<file path="config.mk">
export PLATFORM = sky130hd
export DESIGN_NAME = scatter_prefetch_ctrl
export DESIGN_NICKNAME = d
export VERILOG_FILES = /design/src/rtl/scatter_prefetch_ctrl.sv
export SDC_FILE = /design/constraint.sdc
export NUM_CORES = 1
export LEC_CHECK = 0
export ABC_AREA = 1
export CAP_MARGIN = 20
export CORE_MARGIN = 3
export CORE_UTILIZATION = 59
export DETAILED_ROUTE_END_ITERATION = 7
export PLACE_DENSITY = 0.88
export SETUP_SLACK_MARGIN = 0.1
export SLEW_MARGIN = 25
export SYNTH_ARGS = -nofsm -noshare
export SYNTH_HDL_FRONTEND = slang
export SYNTH_SLANG_ARGS = --single-unit
</file>
<file path="constraint.sdc">
create_clock -name clk -period 23.2 [get_ports clk]
set_input_delay 4.64 -clock clk [delete_from_list [all_inputs] [get_ports clk]]
set_output_delay 4.64 -clock clk [all_outputs]
set_load 0.005 [all_outputs]
</file>
<file path="src/rtl/scatter_prefetch_ctrl.sv">
// Read prefetch sequencer: keeps several single-beat AXI reads in flight
// and buffers returned beats for the accelerator scatter handshake.
module scatter_prefetch_ctrl #(
  parameter int ADDR_WIDTH      = 64,
  parameter int DATA_WIDTH      = 128,
  parameter int BEAT_BYTES      = 16,
  parameter int MAX_OUTSTANDING = 4,
  parameter int FIFO_DEPTH      = 4,
  parameter int COUNT_WIDTH     = 10
) (
  input  logic                   clk,
  input  logic                   rst,
  input  logic                   start,
  input  logic [ADDR_WIDTH-1:0]  base_addr,
  input  logic [COUNT_WIDTH-1:0] total_beats,
  output logic                   ar_valid,
  output logic [ADDR_WIDTH-1:0]  ar_addr,
  input  logic                   ar_ready,
  input  logic                   r_valid,
  input  logic [DATA_WIDTH-1:0]  r_data,
  input  logic [1:0]             r_resp,
  output logic                   r_ready,
  output logic                   scatter_valid,
  output logic [DATA_WIDTH-1:0]  scatter_data,
  input  logic                   channel_ready,
  output logic                   busy,
  output logic                   done,
  output logic                   error
);

  localparam int PW = (FIFO_DEPTH > 1) ? $clog2(FIFO_DEPTH) : 1;
  localparam int CW = COUNT_WIDTH;

  typedef enum logic [1:0] {
    S_IDLE,
    S_RUN,
    S_FLUSH,
    S_DONE
  } state_t;

  state_t r_state;
  state_t w_next;

  logic [ADDR_WIDTH-1:0] r_base;
  logic [ADDR_WIDTH-1:0] r_addr;
  logic [CW-1:0]         r_total;
  logic [CW-1:0]         r_issued;
  logic [CW-1:0]         r_received;
  logic [CW-1:0]         r_consumed;
  logic                  r_arv;
  logic                  r_err;

  logic [DATA_WIDTH-1:0] r_mem [FIFO_DEPTH];
  logic [PW-1:0]         r_wp;
  logic [PW-1:0]         r_rp;
  logic [PW:0]           r_cnt;

  logic                  w_start_ok;
  logic                  w_ar_hs;
  logic                  w_rbeat;
  logic                  w_push;
  logic                  w_pop;
  logic                  w_issue;
  logic [CW-1:0]         w_out;
  logic [CW-1:0]         w_iss_n;
  logic [CW-1:0]         w_rcv_n;
  logic [CW-1:0]         w_out_n;
  logic [PW:0]           w_cnt_n;
  logic [ADDR_WIDTH-1:0] w_off;

  assign w_start_ok = start && (r_state == S_IDLE);
  assign w_ar_hs    = r_arv && ar_ready;
  assign w_rbeat    = r_valid && r_ready;
  assign w_out      = r_issued - r_received;
  assign w_push     = w_rbeat && (w_out != '0);
  assign w_pop      = scatter_valid && channel_ready;

  // Issue decision uses the counts as they will be after this edge,
  // so ar_valid reflects the freshly updated reservation state.
  assign w_iss_n = r_issued + CW'(w_ar_hs);
  assign w_rcv_n = r_received + CW'(w_push);
  assign w_out_n = w_iss_n - w_rcv_n;
  assign w_cnt_n = r_cnt + (PW+1)'(w_push) - (PW+1)'(w_pop);
  assign w_issue = (w_iss_n < r_total)
                && (w_out_n < CW'(MAX_OUTSTANDING))
                && ((w_out_n + CW'(w_cnt_n)) < CW'(FIFO_DEPTH));
  assign w_off   = ADDR_WIDTH'(w_iss_n) * ADDR_WIDTH'(BEAT_BYTES);

  always_ff @(posedge clk) begin
    if (rst) r_state <= S_IDLE;
    else     r_state <= w_next;
  end

  always_comb begin
    w_next = r_state;
    unique case (r_state)
      S_IDLE: begin
        if (start)
          w_next = (total_beats == '0) ? S_DONE : S_RUN;
      end
      S_RUN: begin
        if ((r_issued == r_total) && !r_arv)
          w_next = S_FLUSH;
      end
      S_FLUSH: begin
        if (r_consumed == r_total)
          w_next = S_DONE;
      end
      S_DONE:  w_next = S_IDLE;
      default: w_next = S_IDLE;
    endcase
  end

  always_comb begin
    busy    = 1'b0;
    done    = 1'b0;
    r_ready = 1'b0;
    unique case (r_state)
      S_RUN, S_FLUSH: begin
        busy    = 1'b1;
        r_ready = 1'b1;
      end
      S_DONE:  done = 1'b1;
      default: ;
    endcase
  end

  assign ar_valid      = r_arv;
  assign ar_addr       = r_addr;
  assign error         = r_err;
  assign scatter_valid = (r_cnt != '0);
  assign scatter_data  = r_mem[r_rp];

  always_ff @(posedge clk) begin
    if (rst) begin
      r_base     <= '0;
      r_addr     <= '0;
      r_total    <= '0;
      r_issued   <= '0;
      r_received <= '0;
      r_consumed <= '0;
      r_arv      <= 1'b0;
      r_err      <= 1'b0;
    end else if (w_start_ok) begin
      r_base     <= base_addr;
      r_addr     <= base_addr;
      r_total    <= total_beats;
      r_issued   <= '0;
      r_received <= '0;
      r_consumed <= '0;
      r_arv      <= 1'b0;
      r_err      <= 1'b0;
    end else begin
      r_issued   <= w_iss_n;
      r_received <= w_rcv_n;
      if (w_pop)
        r_consumed <= r_consumed + CW'(1);
      // A beat with nothing outstanding is dropped but still flagged.
      if (w_rbeat && ((r_resp != 2'b00) || (w_out == '0)))
        r_err <= 1'b1;
      r_arv <= (r_state == S_RUN) && w_issue;
      if ((r_state == S_RUN) && w_issue)
        r_addr <= r_base + w_off;
    end
  end

  always_ff @(posedge clk) begin
    if (rst) begin
      r_wp  <= '0;
      r_rp  <= '0;
      r_cnt <= '0;
    end else begin
      if (w_push) r_wp <= r_wp + PW'(1);
      if (w_pop)  r_rp <= r_rp + PW'(1);
      r_cnt <= w_cnt_n;
    end
  end

  always_ff @(posedge clk) begin
    if (w_push) r_mem[r_wp] <= r_data;
  end

  always_ff @(posedge clk) begin
    if (!rst && w_push)
      assert (r_cnt != (PW+1)'(FIFO_DEPTH));
  end

endmodule

</file>
=== Yosys cells after proc, flatten, opt, wreduce, memory -nomap -nowiden ===
Memory sizes are Yosys's and may differ from the RTL's. A register that Yosys moved wholly into a read port is not among the register bits.
Cells that the tools add are included.
W data, S select, Z words.

* Register bits: 179
* RAM bits: 512
* Bits of input ports: 210
* Output and inout bits: 198
* Logic and storage cells: 70
* Memories kept: 1

{| class="wikitable"
|+ Memory list
! name !! words !! width !! read ports !! clocked after Yosys merged registers in !! write ports !! line !! text
|-
| r_mem || 4 || 128 || 1 || 1 || 1 || 53 || <nowiki>logic [DATA_WIDTH-1:0] r_mem [FIFO_DEPTH];</nowiki>
|}

* Add/sub/neg operators: 11
* $lt $le $gt $ge: 3
* Equal/unequal tests: 8
* Muxes and demuxes: 13
* Reductions and logical operators: 22

{| class="wikitable"
|+ Operators by type and width
! kind !! count
|-
| $mux W64 || 2
|-
| $add A64 B14 Y64 || 1
|-
| $add A10 B1 Y10 || 2
|-
| $eq A10 B10 Y1 || 2
|-
| $logic_not A10 Y1 || 2
|-
| $lt A10 B3 Y1 const B || 2
|-
| $sub A10 B10 Y10 || 2
|-
| $mux W2 || 6
|-
| $add A10 B1 Y10 const B || 1
|-
| $add A10 B3 Y10 || 1
|-
| $logic_and A1 B1 Y1 || 10
|-
| $lt A10 B10 Y1 || 1
|-
| $reduce_bool A10 Y1 || 1
|-
| $pmux W2 S4 || 1
|-
| $ne A2 B2 Y1 const B || 3
|-
| $add A2 B1 Y2 const B || 2
|-
| $eq A2 B2 Y1 const B || 2
|-
| $mux W1 || 4
|-
| $reduce_bool A2 Y1 || 2
|-
| $reduce_or A2 Y1 || 2
|-
| $add A3 B1 Y3 || 1
|-
| $reduce_and A3 Y1 || 1
|-
| $reduce_bool A3 Y1 || 1
|-
| $sub A3 B1 Y3 || 1
|-
| other kinds (4) || 4
|}

=== Logic depth before layout (Yosys ltp) ===
Gate-level depths: netlist of the first run.

* Word-level depth: 13
* Depth in mapped cells: 43

=== Least setup slack after synthesis of the first run ===
OpenSTA, ideal clock, no wires.

* Kind: input-to-reg
* Start: input r_valid
* End: memory r_mem[0][0], enable pin
* Arrival: 10.259 ns
* Data required time: 22.583 ns
* Setup slack: 12.324 ns
* Stages on the path: 4
* Path buffers: 0
* Cell sequence: nand2_1 -> inv_1 -> nand2_1 -> nor2_1

* Word-level cells in the longest chain between the ends: 4

{| class="wikitable"
|+ Ends and longest elaborated chain
! element !! line !! text
|-
| start, declared || 19 || <nowiki>input logic r_valid,</nowiki>
|-
| $logic_and A1 B1 Y1 || 73 || <nowiki>assign w_rbeat = r_valid && r_ready;</nowiki>
|-
| $logic_and A1 B1 Y1 || 75 || <nowiki>assign w_push = w_rbeat && (w_out != '0);</nowiki>
|-
| $mux W1 || 180 || <nowiki>if (w_push) r_mem[r_wp] <= r_data;</nowiki>
|-
| $mux W1 (implied by the code) || 180 ||
|-
| end, declared || 53 ||
|}

No other way between the ends.

=== Final worst setup path of the first run ===
* Start: input r_valid
* End: register r_addr[27] (netlist: ar_addr[27])

* Word-level cells in the longest chain between the ends: 9
* Elaborated cells between the ends (all ways): 13

{| class="wikitable"
|+ Ends and longest elaborated chain
! element !! line !! text
|-
| $logic_and A1 B1 Y1 || 73 ||
|-
| $logic_and A1 B1 Y1 || 75 ||
|-
| $add A3 B1 Y3 || 83 || <nowiki>assign w_cnt_n = r_cnt + (PW+1)'(w_push) - (PW+1)'(w_pop);</nowiki>
|-
| $sub A3 B1 Y3 || 83 ||
|-
| via w_cnt_n[2] || 68 || <nowiki>logic [PW:0] w_cnt_n;</nowiki>
|-
| $add A10 B3 Y10 || 86 || <nowiki>&& ((w_out_n + CW'(w_cnt_n)) < CW'(FIFO_DEPTH));</nowiki>
|-
| $lt A10 B3 Y1 || 86 ||
|-
| $logic_and A1 B1 Y1 || 86 ||
|-
| $logic_and A1 B1 Y1 || 162 || <nowiki>if ((r_state == S_RUN) && w_issue)</nowiki>
|-
| $reduce_bool A2 Y1 (no line) || n/a ||
|-
| end signal, assigned || 146 || <nowiki>r_addr <= base_addr;</nowiki>
|-
| end signal, assigned || 163 || <nowiki>r_addr <= r_base + w_off;</nowiki>
|-
| end, declared || 45 || <nowiki>logic [ADDR_WIDTH-1:0] r_addr;</nowiki>
|}

The timed path passes the listed nets, and every way through them passes these cells.
A chain may end at the register's enable or synchronous reset.

==> metrics.cfg, run 1 <==
[clock_tree]
cts.clk_slew.worst_paths_ns = 0.06
hold_buffers = 0
cts_sinks = 693
post-cts-setup-buffers = 0
clock_path_buffers = 3
cts_made_buffers = 70
cts-root-buf = clkbuf_16
clk_latency_ns = 0.63
postCtsResizedCells = 0
htreeDepth = 3
cts_tree = done

[worst_setup_path]
crit_type = in -> reg
rr_startpoint = r_received[1]$_SDFF_PP0_
crit_top_cell = nand2_1
critical-path-top-delay-family = simple AND/OR/NAND/NOR gates
worstSetupStartpointType = input pin
worstPathArrival_ns = 10.05
critPathBufInv = 7
slowest_stage = nand2_2
startpoint = r_valid
cp.required_ns = 23.69
rrSetupSlack_ns = 16.22
worst-path-max-fanout = 58
slowest_delay_ns = 0.54
critPathCaptureType = register

[final_layout]
multi_input_area_sq_mm = 0.00968
utilization = 0.738
seq_area_sq_mm = 0.0190
fillers = 3164
final_nets = 3582
synthToLayoutAreaGrowth_pct = 23.4
drive_above_1_share = 0.0611
fin_area_sq_mm = 0.0371

[global_routing]
grt_util_all_layers = 0.326
grt_max_degree = 109
antenna_found_initial = 7
grt_pass1_wl_um = 136000
grt_pass1_vias = 23835
grt_overflow = 0

[place]
portBuffers = 407
place_area_sq_mm = 0.0346
gp_congestion = 0.945
post-dp-hpwl_um = 56100

[route]
postRouteAntennaNets = 0
routed_wl_um = 89600
vias_per_cell = 6.02
post_drt_wl_per_cell_um = 22.1
drt-initial-drc-count = 2660
drc = 0
drt_first_pass_iters = 6
vias = 24372

[yosys]
synth_area_leaders = edfxtp_1 (51%), dfxtp_1 (12%), nor2_1 (5.9%)
ys_ff_latch = 693
yosysTopAreaCell = edfxtp_1
synth_top_area_frac = 0.511
ys_types = 50
synth_ff_type = edfxtp_1
synth_edf_count = 512
yosysSeqAreaShare = 0.632
netlist_area_sq_mm = 0.0301
synth.most_common_cell = edfxtp_1
synthTopCellsByCount = edfxtp_1 (512), nor2_1 (474), nand2_1 (455), o21ai_0 (321), inv_1 (208)
syn-num-nets = 3232
yosysWarnings = 0
avgSynthCellArea_sq_um = 10.1
async_reset_ff_frac = 0
netlist_instances = 2966

[timing]
max_freq_mhz = 105
setup_tns_ns = 0
whs_ns = 0.475
slew_viol_final = 0
rsz0062_at_grt = false
finalCriticalPeriod_ns = 9.56
finalHoldViolations = 0
min_period_over_period = 0.412
clock_skew_ns = 0.0308
relSlewSlack = 0.301
setup_viol = 0
tightest_slew_ns = 1.05

[pwr]
power.density_mw_per_mm2 = 101
power_leakage_nw = 13.6
peakVddDrop_uv = 96.0

[floorplan]
die-area_sq_mm = 0.0537
core_area_sq_mm = 0.0503
floorplan.initialDensity = 0.598
ioPinCount = 408
die_w_um = 232
die_y_um = 232
rows = 82

[run]
max-cap-violations = 0

[hold_path]
hp-class = reg -> reg
worstHoldStart = r_base[6]$_SDFFE_PP0P_

[status]
run_status = complete, no violations

-- kinds of logic (layout without fill, tap and decap cells) --
group / after synthesis / count (layout) / share of synthesized area
compound gates: 640 / 640 / 0.120
other cells: 0 / 5 / 0
flops: 693 / 693 / 0.632
fa+ha+maj: 56 / 56 / 0.0240
simple gates: 1153 / 1153 / 0.161
buf+inv: 371 / 777 / 0.0481
xor+xnor: 53 / 53 / 0.0154
-- final timing paths --
path | end | depth (start not counted)
setup / recovery | ar_addr[27]$_SDFFE_PP0P_ | 27
hold / removal | r_base[6]$_SDFFE_PP0P_ | 2
setup reg to reg | ar_addr[27]$_SDFFE_PP0P_ | 35
hold reg to reg | r_base[6]$_SDFFE_PP0P_ | 2
-- flip-flops by register name, summed over array words and instances (netlist names), 2 cells and up, named ones only --
name	cells
ar_addr	64
r_state	2
r_base	64
r_wp	2
r_mem	512
r_total	10
r_consumed	10
r_issued	10
r_cnt	3
r_rp	2
r_received	10
-- area by class of cell --
| class | count | area share |
|---|---|---|
| clock inverters | 39 | 0.0136 |
| well taps | 672 | 0.0227 |
| clock buffers | 89 | 0.0522 |
| multi-input cells | 1902 | 0.261 |
| flip-flops and latches | 693 | 0.512 |
| repair buffers | 431 | 0.116 |
| diodes | 5 | 0.000337 |
| inverters | 218 | 0.0222 |
-- worst register-to-register path, delay by kind of cell, from the launching register on --
| family | cells | cell delay [ns] |
|---|---|---|
| AOI/OAI and AO/OA | 4 | 0.69 |
| and+or+nand+nor | 18 | 3.09 |
| xor gates and xnor gates | 2 | 0.42 |
| DFF | 1 | 0.44 |
| buffers and inverters | 6 | 0.84 |
| adders and majority gates | 5 | 1.41 |
-- placed cells by master (no fill, tap or decap), types with 4 or more instances in the layout --
cell type          n
buf_4             18
clkinv_4           4
o21ai_0          321
clkbuf_1          11
clkbuf_8           5
clkdlybuf4s50_1  406
nand3b_1          47
clkbuf_16         73
bufinv_16          9
inv_1            205
nor3_1            40
nand4_1           31
nand2_2            9
o2111ai_1          4
or2_2              5
diode_2            5
o211ai_1           5
a21oi_1           86
nand3_1           71
clkinv_1           8
ha_1              53
xor2_1            45
edfxtp_1         512
dfxtp_1          179
clkinv_2          12
inv_2             10
nor2_1           470
a21boi_0           5
xnor2_1            8
a21oi_2           30
nor4_1            10
o21ai_1            5
o22ai_1          167
nand2_1          454
nor2_4             4
-- report_power, final --
part	internal [mW]	switching [mW]	leakage, nW
clock network	0.701	0.497	1.19
registers	1.41	0.0668	6.09
logic	0.449	0.609	6.29
-- metal layers --
metal | track usage | wire length, um | vias up
met3 | 0.0866 | 8830 | 250
met1 | 0.404 | 32700 | 11783
met2 | 0.557 | 44700 | 1318
met4 | 0.113 | 3320 | 8
li1 | - | - | 11013
met5 | 0 | 53 | -
-- per-stage QoR --
step / setup WS, ns / instances / power, mW
after global routing: 13.09 / 4046 / 3.89
after CTS: 13.66 / 4043 / 3.72
after floorplan: 12.32 / 2966 / 2.06
after detailed placement: 13.14 / 3915 / 2.52
final: 13.64 / 4049 / 3.73
after global placement: 13.36 / 3913 / 2.48
(Power assumes the default switching activity.)
==> inputs of run 2 (changes only) <==
--- a/config.mk
+++ b/config.mk
@@ -8,9 +8,9 @@
 export ABC_AREA = 1
 export CAP_MARGIN = 20
 export CORE_MARGIN = 3
-export CORE_UTILIZATION = 59
+export CORE_UTILIZATION = 50
 export DETAILED_ROUTE_END_ITERATION = 7
-export PLACE_DENSITY = 0.88
+export PLACE_DENSITY = 0.8
 export SETUP_SLACK_MARGIN = 0.1
 export SLEW_MARGIN = 25
 export SYNTH_ARGS = -nofsm -noshare
==> constraint.sdc (replaced) <==
create_clock -name clk -period 8.6 [get_ports clk]
set_input_delay 1.72 -clock clk [delete_from_list [all_inputs] [get_ports clk]]
set_output_delay 1.72 -clock clk [all_outputs]
set_load 0.005 [all_outputs]
==> metrics.cfg, run 2 (same netlist as run 1, synthesis figures left out) <==
[final_layout]
multi_input_area_sq_mm = 0.00968  ; unchanged
largest_reg_flops = 512  ; unchanged
fillers = 4519  ; was 3164
final_common_cell = edfxtp_1  ; unchanged
drive_above_1_share = 0.0602  ; was 0.0611
regMostFlops = r_mem  ; unchanged
final_nets = 3581  ; was 3582
synthToLayoutAreaGrowth_pct = 24.1  ; was 23.4%
seq_area_sq_mm = 0.0190  ; unchanged
final_cell_mix = edfxtp_1 (512), nor2_1 (470), nand2_1 (454), clkdlybuf4s50_1 (406), o21ai_0 (321)  ; unchanged

[clock_tree]
postCtsResizedCells = 0  ; unchanged
clock_path_buffers = 3  ; unchanged
cts.clk_slew.worst_paths_ns = 0.06  ; about the same
post-cts-setup-buffers = 0  ; unchanged
clk_latency_ns = 0.64  ; was 0.63 ns
cts_sinks = 693  ; unchanged
htreeDepth = 3  ; unchanged
cts_made_buffers = 74  ; was 70
cts_tree = done  ; unchanged
cts-root-buf = clkbuf_16  ; unchanged
hold_buffers = 0  ; unchanged

[worst_setup_path]
worstPathArrival_ns = 6.41  ; was 10.05 ns
cp.required_ns = 9.10  ; was 23.69 ns
crit_type = reg -> reg  ; was in -> reg
worstSetupStartpointType = register  ; was input pin
slowest_stage = nand2_2  ; unchanged
slowest_delay_ns = 0.48  ; was 0.54 ns
crit_top_cell = nand2_1  ; unchanged
critPathCaptureType = register  ; unchanged
ff2ff_path_depth = 34  ; was 35
worst-path-max-fanout = 32  ; was 58

[pwr]
power.density_mw_per_mm2 = 270  ; was 101 mW/mm^2
peakVddDrop_uv = 236  ; was 96.0 uV
power_mw = 10.1  ; was 3.73 mW
power_leakage_nw = 13.6  ; about the same

[place]
portBuffers = 407  ; unchanged
post-dp-hpwl_um = 51400  ; was 56100 um
gp_congestion = 0.975  ; was 0.945

[timing]
finalHoldViolations = 0  ; unchanged
setup_tns_ns = 0  ; unchanged
finalCriticalPeriod_ns = 5.92
rsz0062_at_grt = false  ; unchanged
clock_skew_ns = 0.0320  ; was 0.0308 ns
tightest_slew_ns = 1.05  ; about the same
min_period_over_period = 0.688
slew_viol_final = 0  ; unchanged
setup_viol = 0  ; unchanged
relSlewSlack = 0.298  ; was 0.301
max_freq_mhz = 169

[global_routing]
grt_util_all_layers = 0.252  ; was 0.326
grt_pass1_wl_um = 125000  ; was 136000 um
grt_pass1_vias = 22289  ; was 23835
grt.met3_usage = 0.0778  ; was 0.0866
antenna_found_initial = 10  ; was 7
grt_max_degree = 152  ; was 109
met1_usage = 0.317  ; was 0.404
grt_overflow = 0  ; unchanged
use_met2 = 0.419  ; was 0.557
grt_busiest_layer = met2  ; unchanged

[route]
postRouteAntennaNets = 0  ; unchanged
drt-initial-drc-count = 1837  ; was 2660
drc = 0  ; unchanged
post_drt_wl_per_cell_um = 19.6  ; was 22.1 um
routed_wl_um = 81300  ; was 89600 um
vias = 23332  ; was 24372
vias_per_cell = 5.62  ; was 6.02
drt_first_pass_iters = 6  ; unchanged

[run]
max-cap-violations = 0  ; unchanged

[floorplan]
die_w_um = 251  ; was 232 um
ioPinCount = 408  ; unchanged
core_area_sq_mm = 0.0592  ; was 0.0503 sq mm
floorplan.initialDensity = 0.508  ; was 0.598
die_y_um = 251  ; was 232 um
rows = 89  ; was 82
die-area_sq_mm = 0.0631  ; was 0.0537 sq mm

[status]
run_status = complete, no violations  ; unchanged

[hold_path]
min_path_cells = 2  ; unchanged
hp-class = reg -> reg  ; unchanged

==> run 2: through the flow <==
step           utilization  area [sq um]  setup slack (ns)  hold WS [ns]  cells
2_1_floorplan            -         30100             0.644         0.436   2966
6_report             0.630         37300              2.68         0.463   4152
3_3_place_gp         0.586         34700              2.56         0.440   4011
3_5_place_dp         0.586         34700              2.41         0.452   4011
4_1_cts              0.629         37300              2.62         0.464   4144
5_1_grt              0.630         37300              1.97         0.474   4145
==> run 2: worst paths after layout <==
kind / startpoint / to / slack [ns]
min: r_rp[1]$_SDFFE_PP0P_ / register / 0.46
max reg2reg: r_received[1]$_SDFF_PP0_ / ar_addr[7]$_SDFFE_PP0P_ / 2.68
max: r_received[1]$_SDFF_PP0_ / ar_addr[7]$_SDFFE_PP0P_ / 2.68
min reg2reg: r_rp[1]$_SDFFE_PP0P_ / register / 0.46
==> run 2: area by class of cell <==
type,instances,area share
flip-flops and latches,693,0.509
multi-input cells,1902,0.259
repair buffers,426,0.115
clock buffers,90,0.0534
well taps,773,0.0259
inverters,218,0.0222
clock inverters,43,0.0151
diodes,7,0.000469
==> run 2: power breakdown <==
| part | switching [mW] | total, mW | internal, mW |
|---|---|---|---|
| registers | 0.176 | 3.98 | 3.80 |
| logic | 1.58 | 2.79 | 1.21 |
| clock network | 1.35 | 3.30 | 1.94 |
| total | 3.11 | 10.1 | 6.95 |
==> run 2: critical path: cells and delay by family, from the launching register on <==
family / cells / cell delay, ns
AND/OR/NAND/NOR: 20 / 2.69
AO/OA/AOI/OAI: 4 / 0.69
adder cells (fa/ha/maj): 5 / 1.62
buffers and inverters: 5 / 0.34
flip-flops: 1 / 0.44
==> run 2: routing by layer <==
| layer | vias to the layer above | wire length [um] |
|---|---|---|
| met1 | 11112 | 31300 |
| li1 | 11016 | - |
| met5 | - | 83 |
| met4 | 12 | 2470 |
| met3 | 181 | 8130 |
| met2 | 1011 | 39300 |
